--- src/rtl/reg_file_banked_pkg.sv ---
`default_nettype none
//------------------------------------------------------------------------------
// Module   : reg_file_banked_pkg
// Purpose  : Shared types and helpers for the banked CPU register file:
//            register map enum, partial-write mask widths, STATUS layout,
//            trap sequencer state encoding, mask and special-index helpers.
// Ports    : none (package)
// Options  : BANKED_SP_EN (consumed by reg_file_banked, not by this package)
// Revision : 1.0 - initial release
//------------------------------------------------------------------------------
package reg_file_banked_pkg;

   // Fixed 16-entry map; special registers follow the general registers.
   typedef enum logic [3:0] {
      R0, R1, R2, R3, R4, R5, R6, R7, R8, R9, R10,
      R_STATUS, R_SP, R_LR, R_PCLINK, R_PC
   } reg_e;

   typedef enum logic [1:0] {
      LS8  = 2'd0,
      LS16 = 2'd1,
      LS24 = 2'd2,
      FULL = 2'd3
   } reg_mask_e;

   typedef enum logic {
      USER       = 1'b0,
      SUPERVISOR = 1'b1
   } mode_e;

   typedef struct packed {
      logic n;
      logic z;
      logic c;
      logic v;
   } alu_status_t;

   typedef struct packed {
      alu_status_t alu_status;
      logic        imask;
      mode_e       mode;
   } status_t;

   localparam int      STATUS_W     = $bits(status_t);
   localparam status_t RESET_STATUS = '{alu_status: '0, imask: 1'b1, mode: SUPERVISOR};

   typedef enum logic [1:0] {
      IDLE      = 2'd0,
      TRAP_SAVE = 2'd1,
      TRAP_VEC  = 2'd2
   } trap_state_e;

   function automatic logic [31:0] mask_w(input reg_mask_e m);
      case (m)
         LS8:     return 32'h0000_00FF;
         LS16:    return 32'h0000_FFFF;
         LS24:    return 32'h00FF_FFFF;
         default: return 32'hFFFF_FFFF;
      endcase
   endfunction

   // Index of a special register when the file holds num_gpr general registers.
   function automatic int special_idx(input int num_gpr, input reg_e r);
      return num_gpr + (int'(r) - int'(R_STATUS));
   endfunction

endpackage : reg_file_banked_pkg
`default_nettype wire

--- src/rtl/reg_file_banked_trap_seq.sv ---
`default_nettype none
//------------------------------------------------------------------------------
// Module   : reg_file_banked_trap_seq
// Purpose  : Trap entry / return sequencer. Owns the trap FSM and the saved
//            STATUS copy; emits load strobes consumed by the register file.
// Ports    : clk, rst_n         - clock, async active-low reset
//            i_trap_req         - trap entry request (accepted in IDLE)
//            i_rti_req          - return from trap (accepted in IDLE)
//            i_status           - current STATUS, captured on trap entry
//            o_busy             - trap sequence in progress
//            o_trap_ack         - high for the single TRAP_VEC cycle
//            o_lr_save          - LR <= PC this edge
//            o_vec_load         - PC <= vector, enter supervisor this edge
//            o_rti_load         - PC <= LR, STATUS <= saved this edge
//            o_saved_status     - STATUS captured at trap entry
// Revision : 1.0 - initial release
//------------------------------------------------------------------------------
module reg_file_banked_trap_seq
   import reg_file_banked_pkg::*;
(
   input  logic    clk,
   input  logic    rst_n,
   input  logic    i_trap_req,
   input  logic    i_rti_req,
   input  status_t i_status,
   output logic    o_busy,
   output logic    o_trap_ack,
   output logic    o_lr_save,
   output logic    o_vec_load,
   output logic    o_rti_load,
   output status_t o_saved_status
);

   trap_state_e r_state;
   logic        r_busy;
   logic        r_trap_ack;
   status_t     r_saved_status;

   always_ff @(posedge clk or negedge rst_n) begin
      if (!rst_n) begin
         r_state        <= IDLE;
         r_busy         <= 1'b0;
         r_trap_ack     <= 1'b0;
         r_saved_status <= RESET_STATUS;
      end else begin
         case (r_state)
            IDLE: begin
               if (i_trap_req) begin
                  r_state        <= TRAP_SAVE;
                  r_busy         <= 1'b1;
                  r_saved_status <= i_status;
               end
            end
            TRAP_SAVE: begin
               r_state    <= TRAP_VEC;
               r_trap_ack <= 1'b1;
            end
            TRAP_VEC: begin
               r_state    <= IDLE;
               r_busy     <= 1'b0;
               r_trap_ack <= 1'b0;
            end
            default: begin
               r_state    <= IDLE;
               r_busy     <= 1'b0;
               r_trap_ack <= 1'b0;
            end
         endcase
      end
   end

   // The vector load lands on the TRAP_VEC exit edge, so the new PC and
   // mode become visible the cycle after trap_ack.
   assign o_lr_save      = (r_state == IDLE) && i_trap_req;
   assign o_vec_load     = (r_state == TRAP_VEC);
   assign o_rti_load     = (r_state == IDLE) && !i_trap_req && i_rti_req;
   assign o_busy         = r_busy;
   assign o_trap_ack     = r_trap_ack;
   assign o_saved_status = r_saved_status;

endmodule : reg_file_banked_trap_seq
`default_nettype wire

--- src/rtl/reg_file_banked.sv ---
`default_nettype none
//------------------------------------------------------------------------------
// Module   : reg_file_banked
// Purpose  : Parametrised CPU register file: NUM_GPR general registers plus
//            STATUS, SP, LR, PCLINK and PC; masked partial writes,
//            privilege-checked STATUS writes, link-on-jump through PCLINK,
//            and a trap entry / return sequencer.
// Ports    : clk, rst_n                 - clock, async active-low reset
//            i_rd_sel / o_rd_data       - NUM_RD combinational read ports
//            i_wr_en, i_wr_sel,
//            i_wr_mask, i_wr_data       - single masked write port
//            i_pc_inc                   - PC += 1
//            i_flags_we, i_flags_in     - ALU flag update
//            i_trap_req, i_trap_vector  - trap entry
//            i_rti_req                  - return from trap
//            o_trap_ack, o_busy         - trap sequencer status
//            o_status_out, o_pc_out     - current STATUS and PC
// Options  : BANKED_SP_EN - separate user/supervisor stack pointers
// Revision : 1.0 - initial release
//------------------------------------------------------------------------------
module reg_file_banked
   import reg_file_banked_pkg::*;
#(
   parameter  int WORD_W   = 32,
   parameter  int NUM_GPR  = 11,
   parameter  int NUM_RD   = 2,
   parameter  int RESET_PC = 0,
   localparam int IDX_W    = $clog2(NUM_GPR + 5)
) (
   input  logic                           clk,
   input  logic                           rst_n,
   input  logic [NUM_RD-1:0][IDX_W-1:0]   i_rd_sel,
   output logic [NUM_RD-1:0][WORD_W-1:0]  o_rd_data,
   input  logic                           i_wr_en,
   input  logic [IDX_W-1:0]               i_wr_sel,
   input  reg_mask_e                      i_wr_mask,
   input  logic [WORD_W-1:0]              i_wr_data,
   input  logic                           i_pc_inc,
   input  logic                           i_flags_we,
   input  alu_status_t                    i_flags_in,
   input  logic                           i_trap_req,
   input  logic [WORD_W-1:0]              i_trap_vector,
   input  logic                           i_rti_req,
   output logic                           o_trap_ack,
   output logic                           o_busy,
   output status_t                        o_status_out,
   output logic [WORD_W-1:0]              o_pc_out
);

   localparam int NUM_IDX    = NUM_GPR + 5;
   localparam int IDX_STATUS = special_idx(NUM_GPR, R_STATUS);
   localparam int IDX_SP     = special_idx(NUM_GPR, R_SP);
   localparam int IDX_LR     = special_idx(NUM_GPR, R_LR);
   localparam int IDX_PCLINK = special_idx(NUM_GPR, R_PCLINK);
   localparam int IDX_PC     = special_idx(NUM_GPR, R_PC);

   logic [WORD_W-1:0] r_gpr [NUM_GPR];
   logic [WORD_W-1:0] r_lr;
   logic [WORD_W-1:0] r_pc;
   status_t           r_status;

   logic [WORD_W-1:0] w_sp;
   logic [WORD_W-1:0] w_view [NUM_IDX];
   logic [31:0]       w_mask32;
   logic [WORD_W-1:0] w_mask;
   logic [WORD_W-1:0] w_old;
   logic [WORD_W-1:0] w_merged;
   status_t           w_status_wr;
   status_t           w_saved_status;
   logic              w_busy, w_trap_ack, w_lr_save, w_vec_load, w_rti_load;
   logic              w_normal, w_wr;
   logic              w_wr_gpr, w_wr_status, w_wr_sp, w_wr_lr, w_wr_pclink, w_wr_pc;

   reg_file_banked_trap_seq u_trap_seq (
      .clk            (clk),
      .rst_n          (rst_n),
      .i_trap_req     (i_trap_req),
      .i_rti_req      (i_rti_req),
      .i_status       (r_status),
      .o_busy         (w_busy),
      .o_trap_ack     (w_trap_ack),
      .o_lr_save      (w_lr_save),
      .o_vec_load     (w_vec_load),
      .o_rti_load     (w_rti_load),
      .o_saved_status (w_saved_status)
   );

   // Architectural view of every index; PCLINK aliases PC on reads.
   always_comb begin
      for (int i = 0; i < NUM_GPR; i++) w_view[i] = r_gpr[i];
      w_view[IDX_STATUS] = WORD_W'(r_status);
      w_view[IDX_SP]     = w_sp;
      w_view[IDX_LR]     = r_lr;
      w_view[IDX_PCLINK] = r_pc;
      w_view[IDX_PC]     = r_pc;
   end

   always_comb begin
      for (int p = 0; p < NUM_RD; p++) begin
         o_rd_data[p] = (int'(i_rd_sel[p]) < NUM_IDX) ? w_view[i_rd_sel[p]] : '0;
      end
   end

   // Ordinary updates only happen in IDLE with no trap/rti request this cycle.
   assign w_normal    = !w_busy && !i_trap_req && !i_rti_req;
   assign w_wr        = w_normal && i_wr_en;
   assign w_wr_gpr    = w_wr && (int'(i_wr_sel) < NUM_GPR);
   assign w_wr_status = w_wr && (int'(i_wr_sel) == IDX_STATUS);
   assign w_wr_sp     = w_wr && (int'(i_wr_sel) == IDX_SP);
   assign w_wr_lr     = w_wr && (int'(i_wr_sel) == IDX_LR);
   assign w_wr_pclink = w_wr && (int'(i_wr_sel) == IDX_PCLINK);
   assign w_wr_pc     = w_wr && (int'(i_wr_sel) == IDX_PC);

   assign w_mask32 = mask_w(i_wr_mask);
   assign w_mask   = w_mask32[WORD_W-1:0];
   assign w_old    = (int'(i_wr_sel) < NUM_IDX) ? w_view[i_wr_sel] : '0;
   assign w_merged = (w_old & ~w_mask) | (i_wr_data & w_mask);

   // User mode may only change the ALU flags through a STATUS write.
   always_comb begin
      w_status_wr = status_t'(w_merged[STATUS_W-1:0]);
      if (r_status.mode == USER) begin
         w_status_wr.imask = r_status.imask;
         w_status_wr.mode  = r_status.mode;
      end
   end

   always_ff @(posedge clk or negedge rst_n) begin
      if (!rst_n) begin
         for (int i = 0; i < NUM_GPR; i++) r_gpr[i] <= '0;
         r_lr     <= '0;
         r_pc     <= WORD_W'(RESET_PC);
         r_status <= RESET_STATUS;
      end else if (w_lr_save) begin
         r_lr <= r_pc;
      end else if (w_vec_load) begin
         r_pc           <= i_trap_vector;
         r_status.mode  <= SUPERVISOR;
         r_status.imask <= 1'b1;
      end else if (w_rti_load) begin
         r_pc     <= r_lr;
         r_status <= w_saved_status;
      end else if (w_normal) begin
         if (w_wr_gpr) r_gpr[i_wr_sel] <= w_merged;

         if (w_wr_lr)          r_lr <= w_merged;
         else if (w_wr_pclink) r_lr <= r_pc;

         if (w_wr_pc || w_wr_pclink) r_pc <= w_merged;
         else if (i_pc_inc)          r_pc <= r_pc + WORD_W'(1);

         if (w_wr_status)     r_status            <= w_status_wr;
         else if (i_flags_we) r_status.alu_status <= i_flags_in;
      end
   end

`ifdef BANKED_SP_EN
   logic [WORD_W-1:0] r_sp_usr;
   logic [WORD_W-1:0] r_sp_svc;

   assign w_sp = (r_status.mode == SUPERVISOR) ? r_sp_svc : r_sp_usr;

   always_ff @(posedge clk or negedge rst_n) begin
      if (!rst_n) begin
         r_sp_usr <= '0;
         r_sp_svc <= '0;
      end else if (w_wr_sp) begin
         if (r_status.mode == SUPERVISOR) r_sp_svc <= w_merged;
         else                             r_sp_usr <= w_merged;
      end
   end
`else
   logic [WORD_W-1:0] r_sp;

   assign w_sp = r_sp;

   always_ff @(posedge clk or negedge rst_n) begin
      if (!rst_n)       r_sp <= '0;
      else if (w_wr_sp) r_sp <= w_merged;
   end
`endif

   assign o_busy       = w_busy;
   assign o_trap_ack   = w_trap_ack;
   assign o_status_out = r_status;
   assign o_pc_out     = r_pc;

endmodule : reg_file_banked
`default_nettype wire

--- config.mk ---
export PLATFORM = sky130hd
export DESIGN_NAME = reg_file_banked
export DESIGN_NICKNAME = d
export VERILOG_FILES = /design/src/rtl/reg_file_banked_pkg.sv /design/src/rtl/reg_file_banked_trap_seq.sv /design/src/rtl/reg_file_banked.sv
export SDC_FILE = /design/constraint.sdc
export NUM_CORES = 1
export LEC_CHECK = 0
export CAP_MARGIN = 0
export CORE_ASPECT_RATIO = 2
export CORE_MARGIN = 2
export CORE_UTILIZATION = 34
export DETAILED_ROUTE_END_ITERATION = 10
export GPL_TIMING_DRIVEN = 1
export PLACE_DENSITY = 0.57
export SLEW_MARGIN = 15
export SYNTH_ARGS = -nofsm -noshare
export SYNTH_HDL_FRONTEND = slang
export SYNTH_SLANG_ARGS = --single-unit
--- constraint.sdc ---
create_clock -name clk -period 2.5 [get_ports clk]
set_clock_uncertainty 0.1 [all_clocks]
set_input_delay 0.25 -clock clk [delete_from_list [all_inputs] [get_ports clk]]
set_output_delay 0.25 -clock clk [all_outputs]
set_load 0.005 [all_outputs]
==> results.yml, run 1 <==
run_status:
  status: "finished with violations"
  violations: "negative setup slack"
clocking:
  clock-sinks: 464
  cts_buffers: 45
  cts_buffer_depth: 3
  clk_pin_slew_ps: 70
  tritoncts: "built"
  cts-root-buf: "clkbuf_16"
  clk_latency_ps: 620
  cts_max_level: 2
floorplan:
  die_y_um: 417
  fp.dieW_um: 210
  start_util: 0.342
  io_pins: 193
  core_area_um2: 84600
  die_area_um2: 87800
  rows: 151
logic_synthesis:
  synth_ff_type: "dfrtp_1"
  synth.top_cells.by_area: "dfrtp_1 (40%), mux4_2 (20%), mux2_2 (6.9%)"
  synth_top_cell_by_area: "dfrtp_1"
  seq_area_frac_synth: 0.401
  synth_area_per_cell_um2: 10.8
  synth-seq-cells: 464
  syn_area_um2: 29000
  synth_nets: 2777
  synthDistinctLibCells: 75
  syn_inst: 2687
  synthArstFlopShare: 1.00
  yosys_warnings: 0
  synth-edff-count: 0
  netlist.area_leader.share: 0.397
power:
  pwr-share-clk: 0.281
  p_sw_w: 0.00925
  p_total_w: 0.0263
  switching_share: 0.352
  p_leak_nw: 16.2
  p_seq_frac: 0.389
  pwr-share-comb: 0.330
  p_per_area_nw_per_um2: 713
  p_int_w: 0.0170
  irDropWorstVdd_uv: 517
detailed_routing:
  drc: 0
  viasPerCell: 6.07
  dr.pass1.iters: 5
  routed_wl_um: 122000
  wire_per_inst_um: 29.2
  drtIter0Drc: 2078
  vias: 25400
  antenna_left: 0
timing:
  worst_slack_ps: -134
  hold_ws_ps: 150
  slew_violations: 0
  rsz0062_at_grt: "yes"
  fmax_ghz: 0.380
  finalCriticalPeriod_ps: 2630
  tns_ps: -2010
  tightest_slew_ps: 832
  setup_violations: 45
  relSlewSlack: 0.444
  finalHoldViolations: 0
  fin_crit_sh: 1.05
placement:
  place.gp.congestion: 0.988
  port_buffers: 192
  dp_hpwl_um: 89400
  place_area_um2: 35000
  preCtsSetupSlack_ps: -382
worst_setup_path:
  path_class: "reg2out"
  start_kind: "flop"
  worstPathMaxFanout: 4
  cp_num_buf_inv: 1
  worstPathArrival_ps: 2280
  worstPathCellList: "mux4_2, mux4_2, buf_6"
  cpMaxStageDelayCell: "mux4_2"
  path_delay_family: "multiplexers"
  r2r_slack_ps: 70
  critPathMaxStageDelay_ps: 590
  required_ps: 2150
  cp_common_cell: "mux4_2"
  crit_path_end_kind: "output pin"
global_routing:
  grt_pass1_vias: 26600
  use_met3: 0.0421
  use_met1: 0.308
  grt-ovfl-total: 0
  grt_use_met2: 0.479
  busiest_layer: "met2"
  grt_pass1_wl_um: 179000
  antenna_found_initial: 1
  track_usage: 0.278
  grt_max_degree: 64
final_layout:
  final_area_um2: 36800
  nNetsFinal: 3174
  area_growth_pct: 27.1
  n_fill_cell: 7914
  drive_gt1_frac: 0.342
  diodes: 0
job:
  drv_cap: 0
hold_path:
  hold_path_class: "in2async"
==> synthesized netlist by cell type, types with 6 or more instances <==
cell	number
nand2_1	488
dfrtp_1	460
o21ai_0	397
mux4_2	252
clkbuf_1	199
mux2_2	177
mux2i_1	165
nor2_1	88
buf_1	43
a21oi_1	28
a211oi_1	25
a22oi_1	25
nand3_1	23
buf_2	20
a31oi_1	18
o211ai_1	18
a21o_1	16
a221oi_1	15
nor3_1	15
xnor2_1	15
nand4_1	14
buf_4	11
inv_1	10
o21a_1	9
o22ai_1	9
xor2_1	9
a222oi_1	8
and3_1	8
nor2b_1	8
buf_6	7
a211o_1	6
and2_1	6
o221ai_1	6
==> routing by layer <==
metal	vias up	wire, um
met5	-	13
met4	2	10800
met3	462	8150
met2	1325	60500
met1	12900	42700
li1	10800	-
==> cell families after synthesis <==
kind of cell    after synthesis  synth area share
fa+ha+maj                     1          0.000432
xor+xnor                     24           0.00725
buf+inv                     297            0.0442
mux                         594             0.322
simple gates                681            0.0981
flops                       464             0.401
compound gates              626             0.128
==> layout by cell type, fill, tap and decap left out, types with 16 or more instances in the layout <==
master,n
o21ai_0,395
clkbuf_16,46
nand2_1,478
nor2_1,86
a21oi_1,28
mux2_2,177
a211oi_1,24
nand3_1,21
a31oi_1,18
a21o_1,16
mux4_2,252
dfrtp_1,450
o211ai_1,18
buf_2,48
a22oi_1,25
buf_4,354
buf_6,32
mux2i_1,165
buf_12,83
clkdlybuf4s50_1,115
==> worst register-to-register path, cell delays in order, from the launching register on <==
cell and delay, ps:
dfrtp_1 380, buf_4 160, or4_1 580, buf_4 270, nor2_1 150, a211oi_1 60
a21oi_1 370, buf_4 190, a21oi_1 50
==> power groups by stage <==
stage                     combinational (W)  sequential, W  clock [W]
after floorplan                     0.00422        0.00954          0
after global placement              0.00838         0.0102          0
after detailed placement            0.00850         0.0103          0
after CTS                           0.00853         0.0101    0.00748
after global routing                0.00923         0.0103    0.00773
final                               0.00867         0.0102    0.00737
==> layout make-up <==
class,instances,area [um^2],share of cell area
Timing Repair Buffer,634,6100,0.165
Inverter,13,48.8,0.00132
Tap cell,1071,1340,0.0364
Clock buffer,65,1300,0.0354
Sequential cell,464,11600,0.316
Clock inverter,15,231,0.00628
Multi-Input combinational cell,1926,16200,0.440
==> what timing repair did <==
action,CTS,global route
endpoints found under the hold margin,102,0
resized for setup,282,20
setup endpoints to repair,64,77
hold buffers,1,0
setup buffers,40,19
==> sequential cells by signal, summed over array words and instances (netlist names) <==
name	cells
u_trap_seq.r_state	2
r_gpr	352
u_trap_seq.o_saved_status	6
o_status_out	6
r_lr	32
u_trap_seq.o_busy	1
u_trap_seq.o_trap_ack	1
r_sp	32
o_pc_out	32
==> per-stage QoR <==
stage / cells / util
finish: 4188 / 0.435
floorplan: 2687 / -
CTS: 4169 / 0.432
global route: 4188 / 0.435
detailed placement: 4048 / 0.413
global placement: 4048 / 0.413
==> worst paths after layout <==
check / start / to / cells after the start
worst max-delay path: r_gpr[337] / o_rd_data[17] / 3
worst min-delay path: rst_n / r_gpr[83] / 2
worst max register to register: u_trap_seq.o_busy / o_pc_out[6] / 8
worst min register to register: u_trap_seq.r_state[1] / u_trap_seq.o_trap_ack / 1
max in group asynchronous: rst_n / o_pc_out[15] / 3
min in group clk: i_trap_vector[8] / o_pc_out[8] / 3
Power figures use the tool's default switching activity.
==> inputs of run 2 (changes only) <==
SLEW_MARGIN = not set   (was 15)
==> results of run 2 <==
The final DEF is identical to that of run 1; final timing and power are the same.
==> inputs of run 3 (changes only) <==
ABC_AREA = 1   (was not set)
==> results.yml, run 3 <==
clocking:
  cts-root-buf: "clkbuf_16"
  clock-sinks: 464
  clk_pin_slew_ps: 70
  tritoncts: "built"
  cts_buffer_depth: 3
  cts_buffers: 48
  clk_latency_ps: 650
  cts_max_level: 2
global_routing:
  grt_max_degree: 96
  grt_pass1_vias: 32400
  grt_pass1_wl_um: 211000
  track_usage: 0.314
  antenna_found_initial: 2
  grt-ovfl-total: 0
logic_synthesis:
  yosys_warnings: 0
  synthArstFlopShare: 1.00
  synth.top_cells.by_area: "dfrtp_1 (39%), nand2_1 (15%), o21ai_0 (14%)"
  synth_nets: 4477
  synth-seq-cells: 464
  synth_top_cell_by_area: "dfrtp_1"
  synthDistinctLibCells: 47
  synth_ff_type: "dfrtp_1"
  yosysMostFrequentCell: "nand2_1"
  yosys-top-cells-count: "nand2_1 (1184), o21ai_0 (862), dfrtp_1 (460)"
  synth_area_per_cell_um2: 6.80
  syn_inst: 4387
  syn_area_um2: 29900
  synth-edff-count: 0
  seq_area_frac_synth: 0.389
  netlist.area_leader.share: 0.386
power:
  p_per_area_nw_per_um2: 673
  p_leak_nw: 16.9
  p_total_w: 0.0261
  irDropWorstVdd_uv: 559
placement:
  port_buffers: 192
  dp_hpwl_um: 102000
  place_area_um2: 36400
  dp.cells: 5794
  place.gp.congestion: 0.986
detailed_routing:
  viasPerCell: 5.75
  met3_length_um: 11500
  met1_length_um: 54300
  drc: 0
  wire_per_inst_um: 24.1
  top_layer_used: "met5"
  routed_wl_um: 143000
  vias: 34100
  antenna_left: 0
  dr.pass1.iters: 7
  met2_wirelength_um: 67100
  drtIter0Drc: 4069
final_layout:
  regArea_um2: 11600
  diodes: 0
  layout_commonest_cell: "nand2_1"
  top_register: "r_gpr"
  drive_gt1_frac: 0.163
  final_area_um2: 38800
  nNetsFinal: 4820
  multi_input_area_um2: 16100
  final_cell_mix: "nand2_1 (1184), o21ai_0 (760), dfrtp_1 (445)"
  n_fill_cell: 9094
  largest_register_ff_count: 352
  fin_cells: 5931
  area_growth_pct: 29.9
timing:
  finalHoldViolations: 0
  fmax_ghz: 0.404
  finalCriticalPeriod_ps: 2480
  fin_crit_sh: 0.990
  relSlewSlack: 0.373
  tightest_slew_ps: 937
  slew_violations: 0
  tns_ps: 0
  setup_violations: 0
floorplan:
  die_y_um: 423
  start_util: 0.343
  core_area_um2: 86900
  io_pins: 193
  die_area_um2: 90300
  fp.dieW_um: 214
  rows: 153
worst_setup_path:
  required_ps: 2150
  crit_path_end_kind: "output pin"
  crit_start: "r_gpr[254]"
  timing.rr.start: "o_pc_out[1]"
  worstPathMaxFanout: 3
  r2r_slack_ps: 160
  path_class: "reg2out"
  start_kind: "flop"
  worstPathArrival_ps: 2130
run_status:
  status: "completed"
job:
  drv_cap: 0
hold_path:
  hold_path_class: "in2reg"
  hold_start: "i_trap_vector[0]"
## run 3: cell types whose count changed after synthesis, sizes merged, moves of 40 or more
cell,change
o21ai,+477
buf,+40
mux2,-177
nand3,+186
clkbuf,+53
a21oi,+421
mux2i,-165
nand2,+711
inv,+220
o221ai,+40
o211ai,+124
mux4,-252
nor2,+136
## run 3: what timing repair did
item	4_1_cts	5_1_grt
gates resized for setup	258	58
hold endpoints to repair	415	0
hold buffers	2	0
pin swaps	59	42
setup buffers	43	17
gates cloned	0	0
endpoints found under the setup margin	64	39
## run 3: final cells by class
type,count,share of cell area
Timing Repair Buffer,670,0.180
Inverter,236,0.0234
Tap cell,1162,0.0375
Clock inverter,20,0.00649
Multi-Input combinational cell,3310,0.415
Clock buffer,69,0.0372
Sequential cell,464,0.300
## run 3: cells by family (layout without fill, tap and decap cells)
logic type	after synthesis	in the layout	synth area share
adders and majority gates	1	1	0.000419
buffers and inverters	613	995	0.0829
and+or+nand+nor	1690	1690	0.230
AOI/OAI and AO/OA	1605	1605	0.293
xor gates and xnor gates	14	14	0.00411
DFF	464	464	0.389
## run 3: routing by layer
metal  up-vias  track usage
met2      1946        0.516
met3       465       0.0433
li1      15600            -
met1     16100        0.388
met4         2        0.192
met5         -            0
## run 3: final timing paths
| path | endpoint | cells after the start |
|---|---|---|
| max in group asynchronous | r_gpr[141] | 3 |
| worst min register to register | r_gpr[218] | 2 |
| worst max register to register | o_pc_out[23] | 11 |
| min in group asynchronous | r_gpr[89] | 3 |
| worst min-delay path | o_pc_out[0] | 3 |
| worst max-delay path | o_rd_data[62] | 8 |
## run 3: critical path: stages, from the launching register on
cell	delay, ps
dfrtp_1	380
buf_4	130
buf_4	140
nor2_1	120
o221ai_2	110
nand3_1	130
o21ai_2	80
buf_4	170
clkdlybuf4s15_2	210
## run 3: metrics by stage
| stage | setup WS [ps] | utilization | hold slack (ps) |
|---|---|---|---|
| 2_1_floorplan | 591 | - | -146 |
| 3_3_place_gp | -327 | 0.419 | 23.8 |
| 3_5_place_dp | -253 | 0.419 | 26.2 |
| 4_1_cts | -239 | 0.444 | 113 |
| 5_1_grt | -8.79 | 0.446 | 142 |
| 6_report | 23.8 | 0.446 | 132 |
## run 3: where the power goes
part | internal, W | total (W) | switching, W
Clock | 0.00454 | 0.00803 | 0.00349
Combinational | 0.00368 | 0.00923 | 0.00555
Sequential | 0.00825 | 0.00885 | 0.000606
Total | 0.0165 | 0.0261 | 0.00964
